## src/rtl/csr_trap_ctrl.sv

```systemverilog
// Machine-mode trap/mret sequencer: walks mepc/mcause/mstatus updates through a
// single-port CSR file and issues a one-cycle PC redirect at the end of each sequence.
module csr_trap_ctrl (
  input  logic        clock,
  input  logic        reset,
  input  logic        trap_valid,
  input  logic [63:0] trap_epc,
  input  logic [3:0]  trap_cause,
  output logic        trap_ready,
  input  logic        mret_valid,
  output logic        mret_ready,
  input  logic        csr_req,
  input  logic [1:0]  pipe_waddr,
  input  logic [63:0] pipe_wdata,
  input  logic [1:0]  pipe_raddr,
  output logic        csr_gnt,
  output logic [1:0]  csr_raddr,
  input  logic [63:0] csr_rdata,
  output logic        csr_wen,
  output logic [1:0]  csr_waddr,
  output logic [63:0] csr_wdata,
  output logic        redirect_valid,
  output logic [63:0] redirect_pc,
  output logic        busy
);

  typedef enum logic [2:0] {
    IDLE, T_EPC, T_CAUSE, T_STAT, T_JUMP, R_STAT, R_JUMP
  } state_t;

  localparam logic [1:0] MSTATUS = 2'd0;
  localparam logic [1:0] MTVEC   = 2'd1;
  localparam logic [1:0] MEPC    = 2'd2;
  localparam logic [1:0] MCAUSE  = 2'd3;

  state_t      state_q, state_d;
  logic [63:0] epc_q, epc_d;
  logic [3:0]  cause_q, cause_d;
  logic        idle_ok;

  // Trap entry: stash MIE into MPIE, disable interrupts, record M as previous mode.
  function automatic logic [63:0] mstatus_on_trap(input logic [63:0] s);
    logic [63:0] r;
    r        = s;
    r[7]     = s[3];
    r[3]     = 1'b0;
    r[12:11] = 2'b11;
    return r;
  endfunction

  function automatic logic [63:0] mstatus_on_mret(input logic [63:0] s);
    logic [63:0] r;
    r        = s;
    r[3]     = s[7];
    r[7]     = 1'b1;
    r[12:11] = 2'b11;
    return r;
  endfunction

  // Handshakes are combinational, so they must be masked while reset is held.
  assign idle_ok = (state_q == IDLE) && !reset;
  assign busy    = (state_q != IDLE);

  always_comb begin
    state_d        = state_q;
    epc_d          = epc_q;
    cause_d        = cause_q;
    trap_ready     = 1'b0;
    mret_ready     = 1'b0;
    csr_gnt        = 1'b0;
    csr_raddr      = 2'd0;
    csr_wen        = 1'b0;
    csr_waddr      = 2'd0;
    csr_wdata      = 64'd0;
    redirect_valid = 1'b0;
    redirect_pc    = 64'd0;
    case (state_q)
      IDLE: begin
        csr_raddr = pipe_raddr;
        csr_waddr = pipe_waddr;
        csr_wdata = pipe_wdata;
        if (idle_ok) begin
          if (trap_valid) begin
            trap_ready = 1'b1;
            epc_d      = trap_epc;
            cause_d    = trap_cause;
            state_d    = T_EPC;
          end else if (mret_valid) begin
            mret_ready = 1'b1;
            state_d    = R_STAT;
          end else if (csr_req) begin
            csr_gnt = 1'b1;
            csr_wen = 1'b1;
          end
        end
      end
      T_EPC: begin
        csr_wen   = 1'b1;
        csr_waddr = MEPC;
        csr_wdata = epc_q;
        state_d   = T_CAUSE;
      end
      T_CAUSE: begin
        csr_wen   = 1'b1;
        csr_waddr = MCAUSE;
        csr_wdata = {60'd0, cause_q};
        state_d   = T_STAT;
      end
      T_STAT: begin
        csr_raddr = MSTATUS;
        csr_wen   = 1'b1;
        csr_waddr = MSTATUS;
        csr_wdata = mstatus_on_trap(csr_rdata);
        state_d   = T_JUMP;
      end
      T_JUMP: begin
        csr_raddr      = MTVEC;
        redirect_valid = 1'b1;
        redirect_pc    = {csr_rdata[63:2], 2'b00};
        state_d        = IDLE;
      end
      R_STAT: begin
        csr_raddr = MSTATUS;
        csr_wen   = 1'b1;
        csr_waddr = MSTATUS;
        csr_wdata = mstatus_on_mret(csr_rdata);
        state_d   = R_JUMP;
      end
      R_JUMP: begin
        csr_raddr      = MEPC;
        redirect_valid = 1'b1;
        redirect_pc    = csr_rdata;
        state_d        = IDLE;
      end
      default: state_d = IDLE;
    endcase
  end

  always_ff @(posedge clock or posedge reset) begin
    if (reset) begin
      state_q <= IDLE;
      epc_q   <= 64'd0;
      cause_q <= 4'd0;
    end else begin
      state_q <= state_d;
      epc_q   <= epc_d;
      cause_q <= cause_d;
    end
  end

endmodule

```

## config.mk

```make
export PLATFORM = sky130hd
export DESIGN_NAME = csr_trap_ctrl
export DESIGN_NICKNAME = d
export VERILOG_FILES = /design/src/rtl/csr_trap_ctrl.sv
export SDC_FILE = /design/constraint.sdc
export NUM_CORES = 1
export LEC_CHECK = 0
export CORE_AREA = 2 2 133 135
export CTS_BUF_LIST = sky130_fd_sc_hd__clkbuf_4 sky130_fd_sc_hd__clkbuf_8
export CTS_CLUSTER_DIAMETER = 30
export DETAILED_ROUTE_END_ITERATION = 10
export DIE_AREA = 0 0 135 137
export MAX_ROUTING_LAYER = met4
export PLACE_DENSITY_LB_ADDON = 0.1
export SLEW_MARGIN = 20
export SYNTH_ARGS = -nofsm -noshare
export SYNTH_HDL_FRONTEND = slang
export SYNTH_SLANG_ARGS = --single-unit
```

## constraint.sdc

```tcl
create_clock -name clock -period 4.6 [get_ports clock]
set_clock_uncertainty 0.05 [all_clocks]
set_input_delay 0.92 -clock clock [delete_from_list [all_inputs] [get_ports clock]]
set_output_delay 0.92 -clock clock [all_outputs]
set_load 0.01 [all_outputs]
```

==> impl_metrics.csv <==
group,metric,value,unit
placed_design,placed_cells,1005,
floorplan,start_util,28.68,%
synth,synthTopCellsByArea,"dfrtp_1, mux2_2, mux2i_1",
power,power_frac_clock,11.0,%
detailed_routing,ant_nets,0,
sta,finalSetupTns,0,ns
finish,drive_gt1_share,12.19,%
sta,finalHoldViolCount,0,
setup_path,path_delay_family,"buffers and inverters",
floorplan,die_w,135,µm
cts,htree_levels,3,
setup_path,cp.required,3.63,ns
setup_path,critPathKind,"flip-flop to primary output",
power,p_comb_share,63.4,%
synth,ys_top_cells_by_count,"dfrtp_1, and2_1, o21ai_0, mux2_2",
min_path,hold_path.class,"flip-flop to flip-flop",
setup_path,worst-path-buf-inv,2,
cts,cts_inserted_buffers,9,
cts,cts_tree,"yes",
setup_path,r2r-start,"state_q[2]$_DFFE_PP0P_",
sta,finalSetupViolCount,0,
setup_path,ff2ff_path_depth,6,
setup_path,max_stage_delay,0.78,ns
cts,cts_setup_buffers,0,
synth,netlist_area,0.004891,mm²
power,power.density,555.6,mW/mm²
synth,yosys_register_bits,71,
synth,post_synth.cell_area_avg,10.21,µm²
job,max_cap_viol_count,0,
cts,cts_resized,0,
min_path,min_from,"cause_q[0]$_DFFE_PP0P_",
cts,insertion_delay,0.35,ns
detailed_routing,drtPass1Iterations,4,
placed_design,numPortBuffers,342,
placed_design,gp_congestion,0.8750,
finish,area_growth,77.85,%
detailed_routing,vias_per_cell,5.070,
floorplan,dieArea,0.01850,mm²
global_route,antenna_found_initial,0,
sta,rsz0062_at_grt,"no",
power,power.total,4.833,mW
cts,clk_pin_slew,0.07,ns
cts,cts-root-buf,"clkbuf_8",
power,power.switching,1.881,mW
global_route,grtUsageTotal,21.24,%
global_route,grt_pass1_vias,5192,
synth,ys_warn_count,0,
setup_path,r2r_end,"epc_q[62]$_DFFE_PP0P_",
cts,clk_path_buf_depth,2,
synth,yosysUniqueCellTypes,31,
setup_path,cp_cell_sequence,"nor2b_4, buf_12, a32oi_1, o21ai_0, clkdlybuf4s50_1",
run_status,status,"complete, no violations",
detailed_routing,drt-total-wl,19.66,mm
setup_path,critPathMaxFanout,33,
setup_path,crit_cells,5,
synth,synth-edff-count,0,
finish,antenna_cells,0,
sta,period_needed,3.966,ns
floorplan,io_pins,343,
synth,yosysTopAreaCell,"dfrtp_1",
sta,slew_viol_final,0,
sta,slew-limit-headroom,36.62,%
floorplan,rows,48,
global_route,grt_pass1_wl,29.31,mm
global_route,overflow,0,
detailed_routing,first_iter_violations,206,
sta,fmax,252.1,MHz
synth,synth_top_cell_area_share,36.33,%
synth,synth.most_common_cell,"dfrtp_1",
global_route,grt_start_max_net_pins,72,
power,swShare,38.91,%
power,sequentialPowerShare,25.6,%
placed_design,hpwl,14.37,mm
cts,postCtsHoldBufs,0,
finish,layoutNonFillerInstCount,1021,
sta,hold_slack,0.4364,ns
synth,synthArstFlopShare,100.0,%
setup_path,worstSetupStartpointType,"flip-flop",
sta,fin_crit_sh,86.23,%
detailed_routing,wire_per_inst,19.26,µm
setup_path,cp.arrival,3.00,ns
power,ir_worst_vdd,0.2442,mV
setup_path,crit_path_top_delay_cell,"dfrtp_1",
finish,nets,996,
detailed_routing,num_vias,5176,
setup_path,cp-end-kind,"primary output",
synth,seq_area_frac_synth,36.33,%
detailed_routing,drc_errors,0,
cts,clock_sinks,71,
sta,worst_pin_slew,0.9507,ns
finish,fin_util,51.00,%
synth,synth_ff_type,"dfrtp_1",
setup_path,reg2reg_slack,1.19,ns
synth,syn_inst,479,
floorplan,die_h,137,µm
setup_path,crit_end,"csr_wdata[42]",
setup_path,crit_start,"state_q[1]$_DFFE_PP0P_",
synth,syn-num-nets,684,
power,leakage,3.221,nW
floorplan,core,0.01706,mm²
power,p_int,2.952,mW
-- stage by stage --
step,area (µm²),worst slack (ns)
after global placement,8486,1.053
after CTS,8698,0.5701
after detailed placement,8486,0.9796
after global routing,8698,0.4510
after floorplan,4891,0.4345
final,8698,0.6335
-- sequential cells by signal, indices dropped and copies added (netlist names) --
| name | count |
|---|---|
| cause_q | 4 |
| epc_q | 64 |
| state_q | 3 |
-- metal layers --
layer	up-vias	part of all wire [%]	track usage (%)
met4	0	3.0	8.160
met1	2493	40	24.04
met3	39	5.4	4.111
met2	217	52	37.20
li1	2427	-	-
met5	-	0	-
-- worst reg2reg max path, cell delays in order, from the launching register on --
cell,delay [ns]
dfrtp_4,0.73
nor3_4,0.24
buf_4,0.34
buf_4,0.45
and3_4,0.29
buf_4,0.69
mux2_2,0.52
-- how the worst min path moves through the flow --
| stage | to | slack (ns) | depth (start not counted) |
|---|---|---|---|
| 3_3_place_gp | epc_q[3]$_DFFE_PP0P_ | 0.41 | 1 |
| 6_report | cause_q[0]$_DFFE_PP0P_ | 0.44 | 1 |
| 2_1_floorplan | cause_q[0]$_DFFE_PP0P_ | 0.40 | 1 |
| 3_5_place_dp | cause_q[2]$_DFFE_PP0P_ | 0.42 | 1 |
| 4_1_cts | cause_q[2]$_DFFE_PP0P_ | 0.44 | 1 |
| 5_1_grt | epc_q[1]$_DFFE_PP0P_ | 0.45 | 1 |
-- power groups by stage --
stage / Sequential, mW / Clock [mW] / Combinational (mW)
CTS: 1.24 / 0.558 / 3.10
finish: 1.23 / 0.533 / 3.07
global placement: 1.25 / 0 / 3.06
floorplan: 1.06 / 0 / 1.69
global route: 1.29 / 0.584 / 3.30
detailed placement: 1.25 / 0 / 3.09
-- cells in the final DEF (no fill, tap or decap), drive strengths merged --
cell | netlist | routed
mux2 | 69 | 69
nand2 | 7 | 7
mux4 | 3 | 3
o22ai | 3 | 3
clkbuf | 28 | 13
a32oi | 57 | 57
clkdlybuf4s50 | 0 | 342
nor2 | 8 | 8
o21a | 3 | 3
and3b | 1 | 1
bufinv | 0 | 1
nor3 | 3 | 3
a31oi | 1 | 1
nand3 | 1 | 1
buf | 23 | 10
o21ai | 62 | 62
nor4b | 1 | 1
inv | 5 | 4
nor2b | 2 | 2
dfrtp | 71 | 71
a22oi | 2 | 2
a21oi | 3 | 3
and4 | 1 | 1
and3 | 3 | 3
and2 | 63 | 63
mux2i | 57 | 57
clkinv | 0 | 3
nand2b | 1 | 1
a211o | 1 | 1
-- kinds of logic (layout without fill, tap and decap cells) --
family | count (synthesis) | in the layout | share of synthesized area, %
DFF | 71 | 71 | 36.33
muxes | 129 | 129 | 28.93
AOI/OAI and AO/OA | 132 | 132 | 18.32
and+or+nand+nor | 91 | 91 | 11.15
buffers and inverters | 56 | 373 | 5.270
-- final cells by class --
cell class | count | area, µm²
Fill cell | 1533 | 8358
Timing Repair Buffer | 352 | 3523
Multi-Input combinational cell | 352 | 2879
Sequential cell | 71 | 1782
Tap cell | 225 | 281.5
Clock buffer | 13 | 172.7
Clock inverter | 3 | 40.04
Inverter | 5 | 20.02
Note: power is estimated with default switching activity, not from simulation.
